--- src/rtl/sbox_hpc1_share_driver_d2.sv ---
// Host-side driver for the 3-share HPC1 clock-gated S-box core: takes one share
// triple plus one fresh-randomness word, runs a single core evaluation, and
// returns the captured result shares. Shares are only ever moved, never combined.
module sbox_hpc1_share_driver_d2 #(
    parameter int unsigned LATENCY = 11,
    parameter int unsigned TIMEOUT = 32,
    parameter int unsigned RND_W   = 65
) (
    input  logic             clk,
    input  logic             rst,
    input  logic             in_valid,
    output logic             in_ready,
    input  logic [3:0]       in_s0,
    input  logic [3:0]       in_s1,
    input  logic [3:0]       in_s2,
    input  logic             rnd_valid,
    output logic             rnd_ready,
    input  logic [RND_W-1:0] rnd_in,
    output logic             core_rst,
    output logic [3:0]       SI_s0,
    output logic [3:0]       SI_s1,
    output logic [3:0]       SI_s2,
    output logic [RND_W-1:0] Fresh,
    input  logic [3:0]       SO_s0,
    input  logic [3:0]       SO_s1,
    input  logic [3:0]       SO_s2,
    input  logic             Synch,
    output logic             out_valid,
    input  logic             out_ready,
    output logic [3:0]       out_s0,
    output logic [3:0]       out_s1,
    output logic [3:0]       out_s2,
    output logic             err_timeout,
    output logic             err_early
);

    localparam int unsigned CNT_W = 6;
    localparam int unsigned NIB_W = 4;

    typedef enum logic [1:0] {
        ST_IDLE = 2'd0,
        ST_LOAD = 2'd1,
        ST_WAIT = 2'd2,
        ST_OUT  = 2'd3
    } state_e;

    state_e             state_q, state_d;
    logic [CNT_W-1:0]   cnt_q, cnt_d;
    logic               in_ready_q, in_ready_d;
    logic               out_valid_q, out_valid_d;
    logic               core_rst_q, core_rst_d;
    logic               err_early_q, err_early_d;
    logic               err_timeout_q, err_timeout_d;
    logic [NIB_W-1:0]   si0_q, si1_q, si2_q;
    logic [RND_W-1:0]   fresh_q;
    logic [NIB_W-1:0]   out0_q, out1_q, out2_q;
    logic               accept;
    logic               capture;
    logic               cnt_at_limit;

    // Both sources must be valid on the same edge; nothing is consumed otherwise.
    assign accept       = (state_q == ST_IDLE) && in_ready_q && in_valid && rnd_valid;
    assign capture      = (state_q == ST_WAIT) && Synch;
    assign cnt_at_limit = (cnt_q == CNT_W'(TIMEOUT));

    // State register.
    always_ff @(posedge clk or posedge rst) begin
        if (rst) state_q <= ST_IDLE;
        else     state_q <= state_d;
    end

    // Next-state logic.
    always_comb begin
        state_d = state_q;
        unique case (state_q)
            ST_IDLE: if (accept) state_d = ST_LOAD;
            ST_LOAD: state_d = ST_WAIT;
            ST_WAIT: begin
                if (Synch)             state_d = ST_OUT;
                else if (cnt_at_limit) state_d = ST_IDLE;
            end
            ST_OUT:  if (out_ready) state_d = ST_IDLE;
            default: state_d = ST_IDLE;
        endcase
    end

    // Next values of the registered control outputs, counter and sticky flags.
    always_comb begin
        cnt_d         = '0;
        in_ready_d    = (state_d == ST_IDLE);
        out_valid_d   = (state_d == ST_OUT);
        core_rst_d    = (state_d != ST_WAIT);
        err_early_d   = err_early_q;
        err_timeout_d = err_timeout_q;
        unique case (state_q)
            ST_LOAD: cnt_d = CNT_W'(1);
            ST_WAIT: begin
                if (state_d == ST_WAIT)
                    cnt_d = cnt_at_limit ? cnt_q : cnt_q + CNT_W'(1);
                if (capture && (cnt_q < CNT_W'(LATENCY)))
                    err_early_d = 1'b1;
                if (!Synch && cnt_at_limit)
                    err_timeout_d = 1'b1;
            end
            default: cnt_d = '0;
        endcase
    end

    // Control registers; core_rst is held high throughout reset.
    always_ff @(posedge clk or posedge rst) begin
        if (rst) begin
            cnt_q         <= '0;
            in_ready_q    <= 1'b0;
            out_valid_q   <= 1'b0;
            core_rst_q    <= 1'b1;
            err_early_q   <= 1'b0;
            err_timeout_q <= 1'b0;
        end else begin
            cnt_q         <= cnt_d;
            in_ready_q    <= in_ready_d;
            out_valid_q   <= out_valid_d;
            core_rst_q    <= core_rst_d;
            err_early_q   <= err_early_d;
            err_timeout_q <= err_timeout_d;
        end
    end

    // Share/randomness registers: SI and Fresh change only on accept, outputs only on Synch capture.
    always_ff @(posedge clk or posedge rst) begin
        if (rst) begin
            si0_q   <= '0;
            si1_q   <= '0;
            si2_q   <= '0;
            fresh_q <= '0;
            out0_q  <= '0;
            out1_q  <= '0;
            out2_q  <= '0;
        end else begin
            if (accept) begin
                si0_q   <= in_s0;
                si1_q   <= in_s1;
                si2_q   <= in_s2;
                fresh_q <= rnd_in;
            end
            if (capture) begin
                out0_q <= SO_s0;
                out1_q <= SO_s1;
                out2_q <= SO_s2;
            end
        end
    end

    assign in_ready    = in_ready_q;
    assign rnd_ready   = accept;
    assign core_rst    = core_rst_q;
    assign SI_s0       = si0_q;
    assign SI_s1       = si1_q;
    assign SI_s2       = si2_q;
    assign Fresh       = fresh_q;
    assign out_valid   = out_valid_q;
    assign out_s0      = out0_q;
    assign out_s1      = out1_q;
    assign out_s2      = out2_q;
    assign err_timeout = err_timeout_q;
    assign err_early   = err_early_q;

endmodule

--- config.mk ---
export PLATFORM = sky130hd
export DESIGN_NAME = sbox_hpc1_share_driver_d2
export DESIGN_NICKNAME = d
export VERILOG_FILES = /design/src/rtl/sbox_hpc1_share_driver_d2.sv
export SDC_FILE = /design/constraint.sdc
export NUM_CORES = 1
export LEC_CHECK = 0
export BUFFER_PORTS_ARGS = -buffer_cell sky130_fd_sc_hd__buf_2
export CORE_UTILIZATION = 47
export CTS_CLUSTER_DIAMETER = 200
export DETAILED_ROUTE_END_ITERATION = 10
export GPL_TIMING_DRIVEN = 0
export PLACE_DENSITY = 0.8
export SLEW_MARGIN = 25
export SYNTH_ARGS = -nofsm -noshare
export SYNTH_HDL_FRONTEND = slang
export SYNTH_SLANG_ARGS = --single-unit
--- constraint.sdc ---
create_clock -name clk -period 3.5 [get_ports clk]
set_clock_uncertainty 0.1 [all_clocks]
set_input_delay 0.525 -clock clk [delete_from_list [all_inputs] [get_ports clk]]
set_output_delay 0.525 -clock clk [all_outputs]
set_load 0.02 [all_outputs]
Word-level counts from Yosys, hierarchy flattened
Index checks and enable logic that the tools add are counted.
{"block": "word_totals", "inputBits": 95, "ff_bits": 102}
{"block": "classes", "muxes": 8, "n_addsub": 1, "n_reduce_logical": 11, "magnitude_cmp": 1, "eq_ne": 8}
{"cell": "6-bit two-way mux", "n": 2}
{"cell": "6-bit one-hot mux with 2 select lines", "n": 1}
{"cell": "2-bit equality test (second input constant)", "n": 4}
{"cell": "2-bit two-way mux", "n": 4}
{"cell": "2-bit one-hot mux with 4 select lines", "n": 1}
{"cell": "6-bit by 1-bit adder with 6-bit output (second input constant)", "n": 1}
{"cell": "6-bit equality test (second input constant)", "n": 1}
{"cell": "1-bit logical AND", "n": 6}
{"cell": "6-bit by 4-bit less-than comparator with 1-bit output (second input constant)", "n": 1}
{"cell": "2-bit zero test", "n": 2}
{"cell": "2-bit AND reduction", "n": 2}
{"cell": "3-bit inequality test (second input constant)", "n": 1}
{"cell": "2-bit by 1-bit equality test with 1-bit output (second input constant)", "n": 1}
{"cell": "2-bit inequality test (second input constant)", "n": 1}
{"cell": "1-bit zero test", "n": 1}

Longest topological paths before layout
{"block": "logic_depth", "word_depth": 9, "ltp_mapped": 9, "ltp_nobuf": 8}

Least setup slack after synthesis
OpenSTA, ideal clock, no wires.
{"block": "synth_path", "path_type": "register -> register", "start": "reg cnt_q[0]", "end": "reg cnt_q[0]", "setup_slack_ns": 1.215, "path_stages_with_launch": 9, "n_path_buf": 0, "required_ns": 3.282, "t_arrival_ns": 2.067, "cell_sequence": "dfrtp_1 -> inv_1 -> ha_1 -> or3b_4 -> a2111oi_4 -> o221a_4 -> nand3b_4 -> mux2_4 -> a21o_1"}
{"block": "synth_between", "elab_chain_len": 7, "word_cells_on_any_way": 10}
{"element": "start: declaration", "line_no": "48", "source": "logic [CNT_W-1:0] cnt_q, cnt_d;"}
{"element": "start signal: assignment", "line_no": "119", "source": "cnt_q <= cnt_d;"}
{"element": "6-bit equality test", "line_no": "64", "source": "assign cnt_at_limit = (cnt_q == CNT_W'(TIMEOUT));"}
{"element": "2-bit two-way mux", "line_no": "80", "source": "else if (cnt_at_limit) state_d = ST_IDLE;"}
{"element": "2-bit two-way mux", "line_no": "79", "source": "if (Synch) state_d = ST_OUT;"}
{"element": "2-bit one-hot mux with 4 select lines", "line_no": "75", "source": "unique case (state_q)"}
{"element": "2-bit equality test", "line_no": "98", "source": "if (state_d == ST_WAIT)"}
{"element": "6-bit two-way mux", "line_no": "98"}
{"element": "6-bit one-hot mux with 2 select lines", "line_no": "95", "source": "unique case (state_q)"}
Parallel ways exist; a longest one is shown, timed or not. The select of a mux whose other input is x is not followed.
A chain may end at the register's enable or synchronous reset.

Final worst setup path
{"block": "layout_path", "start": "reg state_q[0]", "end": "out rnd_ready"}
{"block": "layout_between", "elab_chain_len": 4}
{"element": "start: declaration", "line_no": "47", "source": "state_e state_q, state_d;"}
{"element": "start signal: assignment", "line_no": "69", "source": "else state_q <= state_d;"}
{"element": "2-bit zero test", "line_no": "62", "source": "assign accept = (state_q == ST_IDLE) && in_ready_q && in_valid && rnd_valid;"}
{"element": "1-bit logical AND (3 in series)", "line_no": "62"}
{"element": "end: declaration", "line_no": "17", "source": "output logic rnd_ready,"}
No other way between the ends.

==> key figures <==
Logic synthesis
  – Dominant cells by area after synthesis: dfrtp_1 61%, nand2_1 22%, mux2_2 3.3%
  – Yosys cell types: 34
  – Top-area cell type share of the netlist area: 61.4%
  – Cells after Synth: 432
  – Avg Inst Size Synth: 9.53 µm²
  – Synth Flop Type: dfrtp_1
  – Post-synth EDFFs: 0
  – Synth Cell Area: 4120 µm²
  – Total number of yosys warnings: 0
  – Seq/Total Area, Yosys: 62.1%
  – Syn nets: 533
  – Synth cell count leaders: 237 x nand2_1, 101 x dfrtp_1, 13 x clkbuf_1, 12 x mux2_2, 12 x nor2_1
  – Async S/R FF share, synth: 100%
  – Count leader, synth: nand2_1
  – #FFs+latches synth: 102
  – Synth area leader: dfrtp_1

Place
  – Port Buffers: 189
  – DPL Wire Length: 7.37 mm
  – Placer Congestion: 0.854
  – Post-Place Worst Slack: 505 ps
  – Placed cell area: 5230 µm²

Route
  – Antenna-violating nets left: 0
  – Total Routed Length: 9.91 mm
  – DRT iter0 DRCs: 126
  – Vias/cell: 4.80
  – Drt wl/cell: 13.3 µm
  – Detailed-route DRC error count: 0
  – Vias: 3579
  – DR pass1 iterations: 4

Clock tree
  – Postcts setup bufs: 0
  – Clock sink count: 102
  – CTS H-tree depth: 3
  – CTS Hold Buffers Added: 0
  – CTS root buf: clkbuf_8
  – CTS-repair resized insts: 0
  – Worst-Skew Late Latency: 350 ps
  – Reg clk slew, reported paths: 90 ps
  – CTS tree: built
  – CTS buffer count: 9
  – CTS max path bufs: 2

Timing
  – Setup-failing EPs final: 0
  – Worst Tran Pin Value: 565 ps
  – Sum Neg Setup Slack: 0 ps
  – Tcrit/Tclk final: 88.0%
  – Hold Vio Cnt, Final: 0
  – Max Slew Vio Count: 0
  – Slack of the critical path: 420 ps
  – Highest Clock Rate: 325 MHz
  – Fin crit period: 3080 ps
  – RSZ-0062 raised after global routing: no
  – Final hold slack: 116 ps
  – Max-slew headroom: 62.3%

Layout
  – Final Cell Area: 5470 µm²
  – Inserted Diodes: 0
  – Final nets: 736
  – Fraction of layout cells with a size suffix above 1: 36.1%
  – Layout Area Growth over Synthesis: 32.9%
  – Fin util: 65.6%
  – Fill cell count: 694

Worst setup path
  – Setup CP Type: reg -> out
  – Worst Setup SP: state_q[0]
  – CP arrival: 2450 ps
  – Critical path peak fanout: 10
  – R2r startpoint: state_q[0]
  – Worst Path Required: 2870 ps
  – R2R setup slack: 850 ps
  – Reg2Reg Capture Point: cnt_q[0]
  – CP endpoint kind: output pin
  – Worst setup SP type: register
  – Worst reg-to-reg path cell count: 10

Worst hold path
  – Worst hold path class: in -> async

Power and ir drop
  – PwrDens: 896 nW/µm²
  – Leak pwr: 3.13 nW
  – Worst IR Drop VDD: 0.000443 V

GRT
  – Gr ovfl total: 0
  – First-pass GRT wire length: 15.4 mm
  – Largest net degree at the start of global routing: 57
  – All-Layer GR Usage: 22.0%
  – Initial antenna violation count: 0
  – Vias in the first global route: 3391

Flow run
  – Max-Cap Viols: 0

Floorplanning
  – Initial Util: 49.3%
  – Row count: 33
  – Core area: 8340 µm²
  – Die Footprint: 9130 µm²
  – Die Y: 95.6 µm
  – # IOs: 190
  – DIE WIDTH: 95.6 µm

Outcome
  – Status: finished, final reports clean
==> layer usage <==
metal | track usage [%] | vias to the layer above | wire length, µm
met5 | 0 | - | 0
met4 | 8.96 | 0 | 189
met3 | 4.07 | 18 | 582
met2 | 38.2 | 129 | 4910
met1 | 27.0 | 1679 | 4220
li1 | - | 1753 | -
==> per-stage QoR <==
step                      total power [mW]  std cells
after floorplan                       3.31        432
after global placement                4.01        726
after detailed placement              4.09        727
after CTS                             4.94        743
after global routing                  5.23        745
final                                 4.90        745
==> worst max-delay path: stages, from the launching register on <==
cell and delay [ps]:
dfrtp_1 420, inv_1 200, ha_1 180, buf_2 210, nand4_1 110, buf_4 180
clkinv_1 180, clkbuf_1 370, buf_2 250
==> cell usage in the layout, fill, tap and decap left out, drive strengths merged, types with 2 or more instances in the layout <==
cell    synthesis  routed
a211oi          2       2
clkinv          1       3
xnor2           2       2
buf             6     198
dfrtp         101     101
mux2           13      13
nand2         237     237
bufinv          0       2
inv             6       7
xor2            2       2
clkbuf         13      24
nand3           4       4
nor2b           5       5
ha              6       6
a21oi           3       3
o21ai           3       3
nor2           12      12
==> flip-flops by register name, summed over array words and instances, names as in the netlist, 2 cells and up <==
register	count
Fresh	65
SI_s0	4
SI_s1	4
SI_s2	4
cnt_q	6
out_s0	4
out_s1	4
out_s2	4
state_q	2
==> worst max path at each step <==
stage	to	slack, ps
2_1_floorplan	Fresh[0]	200
3_3_place_gp	Fresh[23]	-890
3_5_place_dp	rnd_ready	500
4_1_cts	rnd_ready	100
5_1_grt	rnd_ready	210
6_report	rnd_ready	420
==> power by group <==
part,internal [mW],switching (mW),total (mW),leakage [nW]
clock network,0.443,0.398,0.841,0.120
logic,0.745,1.37,2.12,1.74
registers,1.69,0.255,1.94,1.27
==> cell families after synthesis <==
group           share of synthesized area (%)
fa+ha+maj                                1.82
simple gates                             25.7
flops                                    62.1
mux                                      3.65
compound gates                           3.50
buf+inv                                  2.43
xor+xnor                                0.851
==> cell type report <==
| class | instances | area (µm²) | area share, % |
|---|---|---|---|
| Timing Repair Buffer | 192 | 988 | 18.1 |
| Clock inverter | 5 | 78.8 | 1.44 |
| Buffer | 19 | 73.8 | 1.35 |
| Tap cell | 105 | 131 | 2.40 |
| Clock buffer | 11 | 151 | 2.77 |
| Multi-Input combinational cell | 304 | 1460 | 26.7 |
| Inverter | 7 | 31.3 | 0.572 |
| Sequential cell | 102 | 2550 | 46.7 |
No activity file was read; power rests on OpenSTA's default activity.
